## src/rtl/legv8_pkg.sv

```systemverilog
// Shared LEGv8 encoding definitions: mnemonics, opcodes, immediate limits, encoder FSM states.
// The PAD state exists only when LEGV8_ENC_PAD_EN is defined.
package legv8_pkg;

  typedef enum logic [3:0] {
    OP_ADD  = 4'd0,  OP_SUB  = 4'd1,  OP_AND  = 4'd2,  OP_ORR  = 4'd3,
    OP_LDUR = 4'd4,  OP_STUR = 4'd5,  OP_B    = 4'd6,  OP_CBZ  = 4'd7,
    OP_CBNZ = 4'd8,  OP_ADDI = 4'd9,  OP_SUBI = 4'd10, OP_ANDI = 4'd11,
    OP_ORRI = 4'd12, OP_END  = 4'd13
  } op_e;

  localparam logic [10:0] OPC_ADD  = 11'b10001011000;
  localparam logic [10:0] OPC_SUB  = 11'b11001011000;
  localparam logic [10:0] OPC_AND  = 11'b10001010000;
  localparam logic [10:0] OPC_ORR  = 11'b10101010000;
  localparam logic [10:0] OPC_LDUR = 11'b11111000010;
  localparam logic [10:0] OPC_STUR = 11'b11111000000;
  localparam logic [5:0]  OPC_B    = 6'b000101;
  localparam logic [7:0]  OPC_CBZ  = 8'b10110100;
  localparam logic [7:0]  OPC_CBNZ = 8'b10110101;
  localparam logic [9:0]  OPC_ADDI = 10'b1001000100;
  localparam logic [9:0]  OPC_SUBI = 10'b1101000100;
  localparam logic [9:0]  OPC_ANDI = 10'b1001001000;
  localparam logic [9:0]  OPC_ORRI = 10'b1011001000;

  localparam logic        [25:0] I_IMM_MAX  = 26'd4095;
  localparam logic signed [25:0] D_IMM_MIN  = -26'sd256;
  localparam logic signed [25:0] D_IMM_MAX  = 26'sd255;
  localparam logic signed [25:0] CB_IMM_MIN = -26'sd262144;
  localparam logic signed [25:0] CB_IMM_MAX = 26'sd262143;

  typedef enum logic [2:0] {
    S_IDLE  = 3'd0,
    S_LOAD  = 3'd1,
`ifdef LEGV8_ENC_PAD_EN
    S_PAD   = 3'd2,
`endif
    S_DONE  = 3'd3,
    S_ERROR = 3'd4
  } state_e;

  function automatic logic [31:0] fmt_r(input logic [10:0] opc, input logic [4:0] rm,
                                        input logic [4:0] rn, input logic [4:0] rd);
    return {opc, rm, 6'b000000, rn, rd};
  endfunction

  function automatic logic [31:0] fmt_i(input logic [9:0] opc, input logic [11:0] imm,
                                        input logic [4:0] rn, input logic [4:0] rd);
    return {opc, imm, rn, rd};
  endfunction

  function automatic logic [31:0] fmt_d(input logic [10:0] opc, input logic [8:0] addr,
                                        input logic [4:0] rn, input logic [4:0] rt);
    return {opc, addr, 2'b00, rn, rt};
  endfunction

  function automatic logic [31:0] fmt_cb(input logic [7:0] opc, input logic [18:0] imm,
                                         input logic [4:0] rt);
    return {opc, imm, rt};
  endfunction

endpackage

```

## src/rtl/legv8_field_pack.sv

```systemverilog
// Combinational packer: symbolic instruction -> 32-bit LEGv8 word, plus an illegal flag
// for unknown mnemonics or immediates outside the format's range.
module legv8_field_pack import legv8_pkg::*; (
  input  logic [3:0]  op,
  input  logic [4:0]  rd,
  input  logic [4:0]  rn,
  input  logic [4:0]  rm,
  input  logic [25:0] imm,
  output logic [31:0] word,
  output logic        illegal
);

  logic signed [25:0] w_simm;
  logic               w_d_bad;
  logic               w_cb_bad;
  logic               w_i_bad;

  assign w_simm   = $signed(imm);
  assign w_d_bad  = (w_simm < D_IMM_MIN) || (w_simm > D_IMM_MAX);
  assign w_cb_bad = (w_simm < CB_IMM_MIN) || (w_simm > CB_IMM_MAX);
  assign w_i_bad  = imm > I_IMM_MAX;

  always_comb begin
    word    = 32'h0;
    illegal = 1'b0;
    case (op_e'(op))
      OP_ADD:  word = fmt_r(OPC_ADD, rm, rn, rd);
      OP_SUB:  word = fmt_r(OPC_SUB, rm, rn, rd);
      OP_AND:  word = fmt_r(OPC_AND, rm, rn, rd);
      OP_ORR:  word = fmt_r(OPC_ORR, rm, rn, rd);
      OP_LDUR: begin word = fmt_d(OPC_LDUR, imm[8:0], rn, rd); illegal = w_d_bad; end
      OP_STUR: begin word = fmt_d(OPC_STUR, imm[8:0], rn, rd); illegal = w_d_bad; end
      OP_B:    word = {OPC_B, imm};
      OP_CBZ:  begin word = fmt_cb(OPC_CBZ,  imm[18:0], rd); illegal = w_cb_bad; end
      OP_CBNZ: begin word = fmt_cb(OPC_CBNZ, imm[18:0], rd); illegal = w_cb_bad; end
      OP_ADDI: begin word = fmt_i(OPC_ADDI, imm[11:0], rn, rd); illegal = w_i_bad; end
      OP_SUBI: begin word = fmt_i(OPC_SUBI, imm[11:0], rn, rd); illegal = w_i_bad; end
      OP_ANDI: begin word = fmt_i(OPC_ANDI, imm[11:0], rn, rd); illegal = w_i_bad; end
      OP_ORRI: begin word = fmt_i(OPC_ORRI, imm[11:0], rn, rd); illegal = w_i_bad; end
      OP_END:  word = 32'h0;
      default: illegal = 1'b1;
    endcase
  end

endmodule

```

## src/rtl/legv8_instr_encoder.sv

```systemverilog
// Program loader: streams symbolic instructions into instruction memory from base_addr.
// Define LEGV8_ENC_PAD_EN to fill the remainder of memory with NOP_WORD after END.
module legv8_instr_encoder import legv8_pkg::*; #(
  parameter int ADDR_W = 6
`ifdef LEGV8_ENC_PAD_EN
  , parameter logic [31:0] NOP_WORD = 32'h8B1F03FF
`endif
) (
  input  logic              clk,
  input  logic              rst_n,
  input  logic              start,
  input  logic [ADDR_W-1:0] base_addr,
  input  logic              in_valid,
  output logic              in_ready,
  input  logic [3:0]        in_op,
  input  logic [4:0]        in_rd,
  input  logic [4:0]        in_rn,
  input  logic [4:0]        in_rm,
  input  logic [25:0]       in_imm,
  output logic              imem_we,
  output logic [ADDR_W-1:0] imem_addr,
  output logic [31:0]       imem_wdata,
  output logic              busy,
  output logic              done,
  output logic              err,
  output logic [ADDR_W:0]   count
);

  localparam logic [ADDR_W:0] FULL = {1'b1, {ADDR_W{1'b0}}};
  localparam logic [ADDR_W:0] LAST = {1'b0, {ADDR_W{1'b1}}};

  state_e            r_state;
  logic [ADDR_W-1:0] r_addr;
  logic [31:0]       w_word;
  logic              w_illegal;
  logic              w_fire;
  logic [ADDR_W:0]   w_wr_cnt;
  logic [ADDR_W-1:0] w_wr_addr;

  legv8_field_pack u_pack (
    .op      (in_op),
    .rd      (in_rd),
    .rn      (in_rn),
    .rm      (in_rm),
    .imm     (in_imm),
    .word    (w_word),
    .illegal (w_illegal)
  );

  assign in_ready = (r_state == S_LOAD);
`ifdef LEGV8_ENC_PAD_EN
  assign busy     = (r_state == S_LOAD) || (r_state == S_PAD);
`else
  assign busy     = (r_state == S_LOAD);
`endif
  assign w_fire   = in_valid & in_ready;

  // addr/count only advance when a write retires, so fold in the one in flight.
  assign w_wr_cnt  = count + {{ADDR_W{1'b0}}, imem_we};
  assign w_wr_addr = r_addr + {{(ADDR_W-1){1'b0}}, imem_we};

  always_ff @(posedge clk or negedge rst_n) begin
    if (!rst_n) begin
      r_state    <= S_IDLE;
      r_addr     <= '0;
      count      <= '0;
      imem_we    <= 1'b0;
      imem_addr  <= '0;
      imem_wdata <= '0;
      done       <= 1'b0;
      err        <= 1'b0;
    end else begin
      imem_we <= 1'b0;
      if (imem_we) begin
        r_addr <= r_addr + 1'b1;
        count  <= count + 1'b1;
      end
      case (r_state)
        S_IDLE, S_DONE, S_ERROR: begin
          if (start) begin
            r_addr  <= base_addr;
            count   <= '0;
            done    <= 1'b0;
            err     <= 1'b0;
            r_state <= S_LOAD;
          end
        end
        S_LOAD: begin
          if (w_fire) begin
            if (op_e'(in_op) == OP_END) begin
`ifdef LEGV8_ENC_PAD_EN
              if (w_wr_cnt == FULL) begin
                r_state <= S_DONE;
                done    <= 1'b1;
              end else begin
                r_state <= S_PAD;
              end
`else
              r_state <= S_DONE;
              done    <= 1'b1;
`endif
            end else if (w_illegal) begin
              r_state <= S_ERROR;
              err     <= 1'b1;
            end else begin
              imem_we    <= 1'b1;
              imem_addr  <= w_wr_addr;
              imem_wdata <= w_word;
              if (w_wr_cnt == LAST) begin
                r_state <= S_DONE;
                done    <= 1'b1;
              end
            end
          end
        end
`ifdef LEGV8_ENC_PAD_EN
        S_PAD: begin
          if (w_wr_cnt == FULL) begin
            r_state <= S_DONE;
            done    <= 1'b1;
          end else begin
            imem_we    <= 1'b1;
            imem_addr  <= w_wr_addr;
            imem_wdata <= NOP_WORD;
            if (w_wr_cnt == LAST) begin
              r_state <= S_DONE;
              done    <= 1'b1;
            end
          end
        end
`endif
        default: r_state <= S_IDLE;
      endcase
    end
  end

endmodule

```

## config.mk

```make
export PLATFORM = sky130hd
export DESIGN_NAME = legv8_instr_encoder
export DESIGN_NICKNAME = d
export VERILOG_FILES = /design/src/rtl/legv8_pkg.sv /design/src/rtl/legv8_field_pack.sv /design/src/rtl/legv8_instr_encoder.sv
export SDC_FILE = /design/constraint.sdc
export NUM_CORES = 1
export LEC_CHECK = 0
export CORE_MARGIN = 1.5
export CORE_UTILIZATION = 35
export CTS_CLUSTER_DIAMETER = 120
export CTS_CLUSTER_SIZE = 24
export DETAILED_ROUTE_END_ITERATION = 7
export PLACE_DENSITY = 0.65
export SLEW_MARGIN = 20
export SYNTH_ARGS = -nofsm -noshare
export SYNTH_HDL_FRONTEND = slang
export SYNTH_SLANG_ARGS = --single-unit
export TNS_END_PERCENT = 20
```

## constraint.sdc

```tcl
create_clock -name clk -period 4.2 [get_ports clk]
set_input_delay 0.84 -clock clk [delete_from_list [all_inputs] [get_ports clk]]
set_output_delay 0.84 -clock clk [all_outputs]
set_load 0.02 [all_outputs]
```

==> impl_metrics.yaml <==
run_status:
  status: "finished, final reports clean"
cts:
  clk_path_buf_depth: 2
  h-tree-depth: 3
  clk_latency_ns: 0.33
  cts_tree: "done"
  root_buffer: "clkbuf_8"
  ctsResizeCount: 0
  cts_hold_buf: 0
  post_cts_buffers: 0
  cts_buffers: 9
  clk_transition_reported_paths_ns: 0.06
  clock_sinks: 57
logic_synthesis:
  syn-cell-area_um2: 3230
  synthDistinctLibCells: 47
  synth_seq_cells: 57
  synth_enable_flop_cells: 0
  syn_nets: 374
  yosys_warnings: 0
  seq_area_frac_synth_pct: 44.1
  synthArstFlopShare_pct: 100
  synth_ff_type: "dfrtp_1"
  syn_inst: 313
  postSynthAreaPerCell_um2: 10.3
global_route:
  grt_busiest_layer: "met2"
  grt_pass1_wl_um: 14300
  grt_max_degree: 40
  overflow: 0
  global_route.usage.met1_pct: 25.7
  use_met3_pct: 3.09
  grt_pass1_vias: 2771
  grt_util_met2_pct: 29.1
  antenna_found_initial: 0
  grtUsageTotal_pct: 18.7
sta:
  whs_ns: 0.495
  tns_ns: 0
  clock.fmax_mhz: 288
  finalMaxSlewViolations: 0
  period_needed_ns: 3.48
  setup_violations: 0
  hold_viol: 0
  worst_clock_skew_ns: 0.00673
  worstMarginPinSlew_ns: 0.841
  relSlewSlack_pct: 43.8
  rsz0062_at_grt: "no"
  final_min_period_over_clock_period_pct: 82.8
placement:
  dpl.hpwl_um: 6660
  gp_congestion: 0.889
  placedCellCount: 513
  portBuffers: 104
final_layout:
  drive_above_1_share_pct: 9.55
  fin_cells: 527
  fin_nets: 477
  final_core_util_pct: 51.1
  diodes: 0
  areaGrowthSynthToFinish_pct: 39.9
routing:
  ant_nets: 0
  drtIter0Drc: 183
  drt-total-wl_um: 8930
  wl_per_cell_um: 16.9
  firstDrtPassIters: 6
  drc_errors: 0
  avgViaCountPerCell: 5.41
  vias: 2849
power:
  p_leak_nw: 1.99
  peakVddDrop_v: 0.000238
  total_power_mw: 2.65
  p_per_area_nw_per_um2: 586
die:
  start_util_pct: 36.5
  die_x_um: 99.1
  dieArea_um2: 9820
  coreArea_um2: 8850
  rows: 34
  die_y_um: 99.1
  boundaryPins: 105
worst_setup_path:
  cp-start-kind: "input port"
  cp_cell_sequence: "clkdlybuf4s50_1 > or4_1 > o21ai_0 > a21oi_1 > o22ai_2 > nand4_4 > mux2_1"
  arrival_ns: 3.67
  path_max_fanout: 39
  cp_num_buf_inv: 1
  critPathKind: "input port to flop"
  worstPathRequired_ns: 4.40
  slowest_stage: "nand4_4"
  crit_path_end_kind: "flop"
  path_delay_family: "simple AND/OR/NAND/NOR gates"
  max_stage_delay_ns: 0.68
run:
  cap_violations: 0
min_path:
  min_path_type: "flop to flop"
[worst reg2reg max path, delay by kind of cell, from the launching register on]
kind             cells  cell delay, ns
DFF                  1            0.39
muxes                1            0.61
and+or+nand+nor      3            1.28
[placed cells by master, fill, tap and decap left out, types with 2 or more instances in the layout]
cell type	instances
a21oi_1	4
a222oi_1	12
a22o_1	8
a22oi_1	11
and2_1	2
buf_4	7
clkbuf_8	11
clkdlybuf4s50_1	103
clkinv_2	2
dfrtp_1	57
ha_1	6
inv_1	13
mux2_1	20
mux2_4	9
mux2i_1	11
nand2_1	41
nand2b_1	3
nand3_1	9
nand4_1	9
nor2_1	25
nor2b_1	3
nor3_1	3
o211ai_1	2
o21ai_0	11
o22ai_1	2
or4_1	2
xnor2_1	5
xor2_1	8
[metal layers]
layer | vias to the layer above | share of wire, %
li1 | 1346 | -
met1 | 1392 | 46
met2 | 97 | 47
met3 | 14 | 4.9
met4 | 0 | 1.9
met5 | - | 0
[cells by family after synthesis]
logic type	Yosys count	synth area share, %
adder cells (fa/ha/maj)	6	2.32
AO/OA/AOI/OAI	59	14.6
buffers and inverters	32	5.03
multiplexers	40	14.6
flip-flops	57	44.1
AND/OR/NAND/NOR	106	15.8
XOR/XNOR	13	3.52
[sequential cells by signal, indices dropped and copies added, names as in the netlist]
signal and count:
done 1, err 1, imem_addr 6, imem_we 1, r_state 3, r_addr 6, imem_wdata 32, count 7
[path summary, 6_finish.rpt]
| path | start | to | slack, ns | cells after the start |
|---|---|---|---|---|
| max | in_imm[11] | imem_wdata[1]$_DFFE_PN0P_ | 0.72 | 7 |
| min in group asynchronous | rst_n | imem_wdata[18]$_DFFE_PN0P_ | 0.57 | 1 |
| min reg2reg | imem_addr[2]$_DFFE_PN0P_ | imem_addr[2]$_DFFE_PN0P_ | 0.49 | 1 |
| max reg2reg | r_state[2]$_DFFE_PN0P_ | imem_wdata[1]$_DFFE_PN0P_ | 1.80 | 4 |
| min | imem_addr[2]$_DFFE_PN0P_ | imem_addr[2]$_DFFE_PN0P_ | 0.49 | 1 |
| max in group asynchronous | rst_n | r_addr[1]$_DFF_PN0_ | 2.80 | 2 |
[final cells by class]
class,count,area [um^2]
Fill cell,829,4330
Multi-Input combinational cell,224,1650
Sequential cell,57,1430
Timing Repair Buffer,111,1090
Clock buffer,11,151
Tap cell,108,135
Inverter,13,48.8
Clock inverter,3,17.5
[through the flow]
stage,cell area (um^2),worst slack (ns)
global placement,4350,0.333
CTS,4520,0.552
detailed placement,4350,0.216
floorplan,3230,1.69
finish,4520,0.724
global route,4520,0.582
[power breakdown]
group | leakage, nW | total (mW) | switching (mW) | internal, mW
clock network | 0.0871 | 0.449 | 0.212 | 0.237
logic | 1.18 | 1.24 | 0.600 | 0.642
registers | 0.721 | 0.957 | 0.178 | 0.779
total | 1.99 | 2.65 | 0.989 | 1.66
[synth_stat cells (2+ instances only)]
cell type	instances	area (um^2)
a22oi_1	11	82.6
nand4_1	9	56.3
dfrtp_1	57	1430
clkbuf_1	9	33.8
o21ai_0	11	55.1
inv_1	13	48.8
a222oi_1	12	120
o211ai_1	2	15.0
xor2_1	8	70.1
or4_1	2	15.0
o22ai_1	2	12.5
xnor2_1	5	43.8
nor2b_1	3	18.8
nor2_1	25	93.8
mux2_4	9	135
and2_1	2	12.5
nand2_1	41	154
mux2i_1	11	110
nand3_1	9	45.0
buf_6	3	33.8
a21oi_1	4	20.0
nor3_1	4	20.0
mux2_1	20	225
buf_2	4	20.0
nand2b_1	3	18.8
a22o_1	8	70.1
ha_1	6	75.1
No activity file was read; power rests on OpenSTA's default activity.
==> RTL change 1: new RTL, config.mk and constraints unchanged <==
The option `LEGV8_ENC_PAD_EN` is turned on by a define.
--- a/src/rtl/legv8_pkg.sv
+++ b/src/rtl/legv8_pkg.sv
@@ -1,4 +1,6 @@
 // Shared LEGv8 encoding definitions: mnemonics, opcodes, immediate limits, encoder FSM states.
 // The PAD state exists only when LEGV8_ENC_PAD_EN is defined.
+`define LEGV8_ENC_PAD_EN
+
 package legv8_pkg;
 
Check against the original RTL: not equivalent (a bounded check fails within 4 cycles, from zero or initial values and one cycle with rst_n low).
==> RTL change 1 against the original RTL <==
- wire length is 13% higher
- setup slack better by 75 ps
- via count is 18% higher
- hold slack worse by 2.8 ps
- sequential power is 2% higher
- fmax is 2.2% higher
- register-to-register slack worse by 730 ps
- largest power group unchanged
- combinational power is 6% higher
- final area is 7.9% higher
- critical endpoint is now imem_addr[1]$_DFFE_PN0P_
- synthesized cell count is 18% higher
- area after synthesis is 7.5% higher
- power is 11% higher
- sequential cell count stayed put
==> RTL change 1: results (changes against the original RTL) <==
Worst-Skew Late Latency -> 350 ps (+20 ps)
GP Congestion -> 0.8986 (+1.1%)
Via count -> 3363 (+18%)
Total GRT Usage -> 20.12% (+1.5 points)
Worst-path clk slew -> 70 ps
Layout cells sized above 1 -> 13.56% (+4.0 points)
Critical Path Max Stage Delay -> 740 ps (+60 ps)
Synth warn -> 0 (unchanged)
Final WL -> 10060 um (+13%)
Hold path cells -> 1 (unchanged)
Number of port buffers -> 104 (unchanged)
Number of global-route vias before repair -> 3246 (+17%)
Synth top area cells -> dfrtp_1, mux2_2, nand2_1, nor2_1, nand4_1
CTS buffer count -> 9 (unchanged)
Most common library cells after synthesis -> nand2_1, dfrtp_1, mux2_2
Clock root buffer -> clkbuf_8
Final setup viols -> 0 (unchanged)
Class of the worst hold path -> register to register
Detailed Place HPWL -> 7425 um (+11%)
Synth unique cells -> 51 (+8.5%)
Sequential-to-total area share from yosys stat -> 41.07% (-3.1 points)
Worst Reg-to-Reg Cells -> 9 (+5)
R2R setup slack -> 1070 ps (-730 ps)
Largest net degree at the start of global routing -> 40 (unchanged)
Crit Path Max Fanout -> 24 (-38%)
First-pass GRT wire length -> 16190 um (+13%)
# nets final -> 528 (+11%)
Main synth FF type -> dfrtp_1
Initial drt markers -> 256 (+40%)
Number of antenna diodes -> 0 (unchanged)
Asr flop ratio synth -> 100.0% (unchanged)
Crit path DAT -> 3630 ps (-40 ps)
Largest regs -> imem_wdata (32), count (7)
Hold Slack -> 491.8 ps (-2.835 ps)
Clock Skew -> 6.459 ps (-0.2739 ps)
Worst hold start -> imem_addr[3]$_DFFE_PN0P_
Setup Buffers After CTS -> 0 (unchanged)
Htree depth -> 3 (unchanged)
Post-CTS sizing -> 0 (unchanged)
Hold Crit Endpoint -> imem_addr[3]$_DFFE_PN0P_
Leak -> 0.001955 uW (-1.8%)
Worst-margin pin slew -> 908.6 ps (+67.35 ps)
Reg-to-reg endpoint -> imem_addr[1]$_DFFE_PN0P_
Net Count, Synth -> 431 (+15%)
Peak supply drop -> 0.3218 mV (+35%)
RR Startpoint -> imem_we$_DFF_PN0_
CP top delay family -> simple AND/OR/NAND/NOR gates
Fill cells -> 904 (+9.0%)
Initial antenna violation count -> 0 (unchanged)
Clock Tree Buf Depth -> 2 (unchanged)
Initial DRT Pass Iterations -> 5 (-1)
Status -> complete, no violations
Crit path max-delay cell type -> clkdlybuf4s50_1
RTL change 1: changes by cell type after synthesis, sizes merged, moves of 5 or more:
cell | unedited run | this run
clkbuf | 9 | 19
mux2 | 29 | 37
nand4 | 10 | 16
a221o | 0 | 5
a22oi | 11 | 2
a21oi | 4 | 14
mux2i | 11 | 2
a22o | 8 | 0
a222oi | 12 | 7
a221oi | 0 | 10
nor4 | 1 | 8
inv | 13 | 7
nand2 | 41 | 58
RTL change 1: cell families (layout without fill, tap and decap cells):
kind of cell	after synthesis	in the layout	synth area share (%)
AOI/OAI and AO/OA	70	70	14.99
xor gates and xnor gates	16	16	4.035
adders and majority gates	6	6	2.161
buffers and inverters	32	134	4.359
DFF	57	57	41.07
muxes	39	39	12.57
and+or+nand+nor	150	150	20.82
RTL change 1: power breakdown:
group          internal, uW  switching (uW)  leakage [uW]
logic                   679             638       0.00112
registers               780             194      0.000716
clock network           409             236      0.000120
RTL change 1: final cells by class:
type,count,area share [%]
inverters,7,0.5385
repair buffers,111,22.72
multi-input cells,281,39.10
clock buffers,11,2.897
flip-flops and latches,57,29.23
well taps,133,3.410
clock inverters,5,2.103
RTL change 1: layer usage:
layer	track usage, %	wire (um)
met1	26.66	4478
met2	30.62	4482
met3	5.085	849
met4	10.01	250
met5	0	0
RTL change 1: worst max path at each step:
stage                     startpoint                          to  slack [ps]  depth (start not counted)
after floorplan           in_imm[18]  imem_wdata[29]$_DFFE_PN0P_        1530                          8
after global placement      in_op[1]  imem_wdata[10]$_DFFE_PN0P_         610                          7
after detailed placement    in_op[2]    imem_addr[1]$_DFFE_PN0P_         520                          8
after CTS                   in_op[2]    imem_addr[1]$_DFFE_PN0P_         860                          8
after global routing        in_op[2]    imem_addr[1]$_DFFE_PN0P_         580                          8
final                       in_op[2]    imem_addr[1]$_DFFE_PN0P_         800                          8
RTL change 1: worst register-to-register path, stage by stage (launching register included):
cell and delay (ps):
dfrtp_1 600, ha_1 300, ha_1 330, and2_1 170, a21oi_1 70, o32a_1 320
nor4_4 380, o21ai_4 260, buf_16 250, mux2_1 330
RTL change 1: metrics by stage:
stage                     util [%]  area (um^2)  setup WS, ps  instances
after detailed placement     47.87         4636         515.1        589
final                        50.39         4880         799.1        605
after global routing         50.39         4880         584.3        605
after CTS                    50.39         4880         857.0        605
after global placement       47.58         4608         607.4        588
after floorplan                  -         3473          1535        370
==> RTL change 2: new RTL, config.mk and constraints unchanged <==
Made on the original files. Reset style: synchronous (`rst_n`), changed in one clocked block.
--- a/src/rtl/legv8_instr_encoder.sv
+++ b/src/rtl/legv8_instr_encoder.sv
@@ -60,5 +60,5 @@
   assign w_wr_addr = r_addr + {{(ADDR_W-1){1'b0}}, imem_we};
 
-  always_ff @(posedge clk or negedge rst_n) begin
+  always_ff @(posedge clk) begin
     if (!rst_n) begin
       r_state    <= S_IDLE;
Formal check against the unedited RTL: differs if rst_n is asserted again (counterexample within 4 cycles, from zero or initial values and one cycle with rst_n low); with rst_n held inactive, the same outputs for 4 cycles.
==> RTL change 2 against the original RTL <==
- the flow now finishes with violations (DRC)
- sequential cell count unchanged
- critical path type unchanged
- clock skew is 6.9 ps higher
- largest cell class unchanged
- wire length increased by 11%
- setup slack gained 290 ps
- area after synthesis is 0.81% higher
- final area decreased by 1.1%
- synthesized cell count grew 26%
- critical path depth stayed put
- highest routed layer unchanged
Power is not compared: it rests on default switching activity, and its combinational part moved more than twofold at a synthesized area within 25%.
==> RTL change 2: results (changes against the original RTL) <==
Crit path max-delay cell type -> clkdlybuf4s50_1
Synth Area in Adders -> 2.304% (-0.019 points)
Wire length per cell -> 16.72 um (-1.3%)
Reg-to-reg endpoint -> r_state[0]$_SDFFE_PN0P_
Net Count, Synth -> 456 (+22%)
Initial DRT Pass Iterations -> 8 (+2)
Largest net degree at the start of global routing -> 35 (-13%)
Synth unique cells -> 57 (+21%)
Xor/xnor cell area share of the yosys netlist -> 3.495% (-0.028 points)
DP Area -> 4308 um^2 (-0.89%)
Fill cells -> 877 (+5.8%)
Asr flop ratio synth -> 0% (-100 points)
Slew HR -> 33.43% (-10 points)
Most common library cells after synthesis -> nand2_1, dfxtp_1, nor2_1
Synth top area cells -> dfxtp_1, nand2_1, mux2i_1, a222oi_1, nor2_1
Vias/cell -> 5.540 (+2.5%)
Htree depth -> 3 (unchanged)
R2R setup slack -> 2030 ps (+230 ps)
Final WL -> 9933 um (+11%)
Crit Path Max Fanout -> 24 (-38%)
Clock Skew -> 13.65 ps (+6.919 ps)
Total GRT Usage -> 20.36% (+1.7 points)
Compound-gate portion of the synthesized area -> 21.85% (+7.3 points)
Setup Buffers After CTS -> 0 (unchanged)
Worst-Skew Late Latency -> 330 ps (about the same)
Initial drt markers -> 202 (+10%)
Worst Reg-to-Reg Cells -> 7 (+3)
Number of global-route vias before repair -> 3253 (+17%)
First-pass GRT wire length -> 16030 um (+12%)
Area Growth Syn to Fin -> 37.21%
Status -> finished, violations left
Failing checks -> DRC
RR Startpoint -> imem_we$_SDFF_PP0_
# nets final -> 540 (+13%)
Main synth FF type -> dfxtp_1
Sequential-to-total area share from yosys stat -> 35.02% (-9.1 points)
Total congestion overflow -> 0 (unchanged)
Hold Crit Endpoint -> imem_wdata[2]$_SDFFE_PN0P_
Layout cells sized above 1 -> 6.211% (-3.3 points)
Post-CTS sizing -> 0 (unchanged)
Mux cell area share after synthesis -> 7.104% (-7.5 points)
Critical Path Max Stage Delay -> 700 ps (+20 ps)
Crit path DAT -> 3460 ps (-210 ps)
Hold path cells -> 2 (+1)
Post-Place Cells -> 579 (+13%)
Post-route DRC violation count -> 8 (+8)
CP top delay family -> simple AND/OR/NAND/NOR gates
Mapped Cells -> 395 (+26%)
Worst hold start -> imem_wdata[2]$_SDFFE_PN0P_
Detailed Place HPWL -> 7558 um (+13%)
Final setup viols -> 0 (unchanged)
GP Congestion -> 0.8881 (-0.10%)
## RTL change 2: cell types whose count changed after synthesis, moves of 11 or more
cell	before	now
dfxtp_1	0	57
a21oi_1	4	16
mux2i_1	11	22
mux2_1	20	0
nand2_1	41	78
dfrtp_1	57	0
clkbuf_1	9	23
a211oi_1	0	12
## RTL change 2: per-stage QoR
stage | setup WS, ps | hold WS, ps | total power (uW)
2_1_floorplan | 1694 | 453.9 | 870.7
3_3_place_gp | 784.4 | 445.2 | 1034
3_5_place_dp | 680.9 | 460.4 | 1039
4_1_cts | 1038 | 468.7 | 1471
5_1_grt | 840.4 | 488.2 | 1541
6_report | 1009 | 462.6 | 1463
## RTL change 2: per-layer routing
metal	vias to the layer above	wire (um)	share of wire (%)	global-route usage, %
li1	1615	-	-	-
met1	1540	4319	43	26.19
met2	118	4924	50	33.03
met3	18	501	5.0	4.849
met4	0	188	1.9	7.909
met5	-	0	0	0
## RTL change 2: power groups by stage
stage | registers (uW) | clock network, uW | logic, uW
final | 618 | 433 | 412
after global routing | 622 | 474 | 444
after CTS | 618 | 443 | 411
after detailed placement | 629 | 0 | 410
after global placement | 628 | 0 | 406
after floorplan | 647 | 0 | 223
## RTL change 2: worst max-delay path by stage
stage / start / end / slack, ps / depth (start not counted)
floorplan: in_op[1] / imem_wdata[1]$_SDFFE_PN0P_ / 1690 / 9
global placement: in_op[1] / imem_addr[0]$_SDFFE_PN0P_ / 780 / 7
detailed placement: in_op[1] / imem_addr[0]$_SDFFE_PN0P_ / 680 / 7
CTS: in_op[1] / imem_addr[0]$_SDFFE_PN0P_ / 1040 / 7
global route: in_op[1] / imem_addr[0]$_SDFFE_PN0P_ / 840 / 7
finish: in_op[1] / imem_addr[0]$_SDFFE_PN0P_ / 1010 / 7
## RTL change 2: worst reg2reg max path, stage by stage (launching register included)
cell      delay [ps]
dfxtp_1          590
ha_1             260
ha_1             220
o21ai_0           90
nor4b_1          250
a21boi_0         210
and2_1           220
o32ai_1          250
## RTL change 2: final cells by class
cell class	instances	area, um^2	area share, %
clock buffer	12	145.1	3.247
clock inverter	3	17.52	0.3918
inverter	3	11.26	0.2519
multi-input combinational	299	1943	43.46
sequential	57	1141	25.52
tap	111	138.9	3.107
timing repair buffer	109	1074	24.01
## RTL change 2: logic make-up after synthesis
family | Yosys count
AOI/OAI and AO/OA | 91
xor gates and xnor gates | 13
adders and majority gates | 6
buffers and inverters | 39
DFF | 57
muxes | 23
and+or+nand+nor | 166
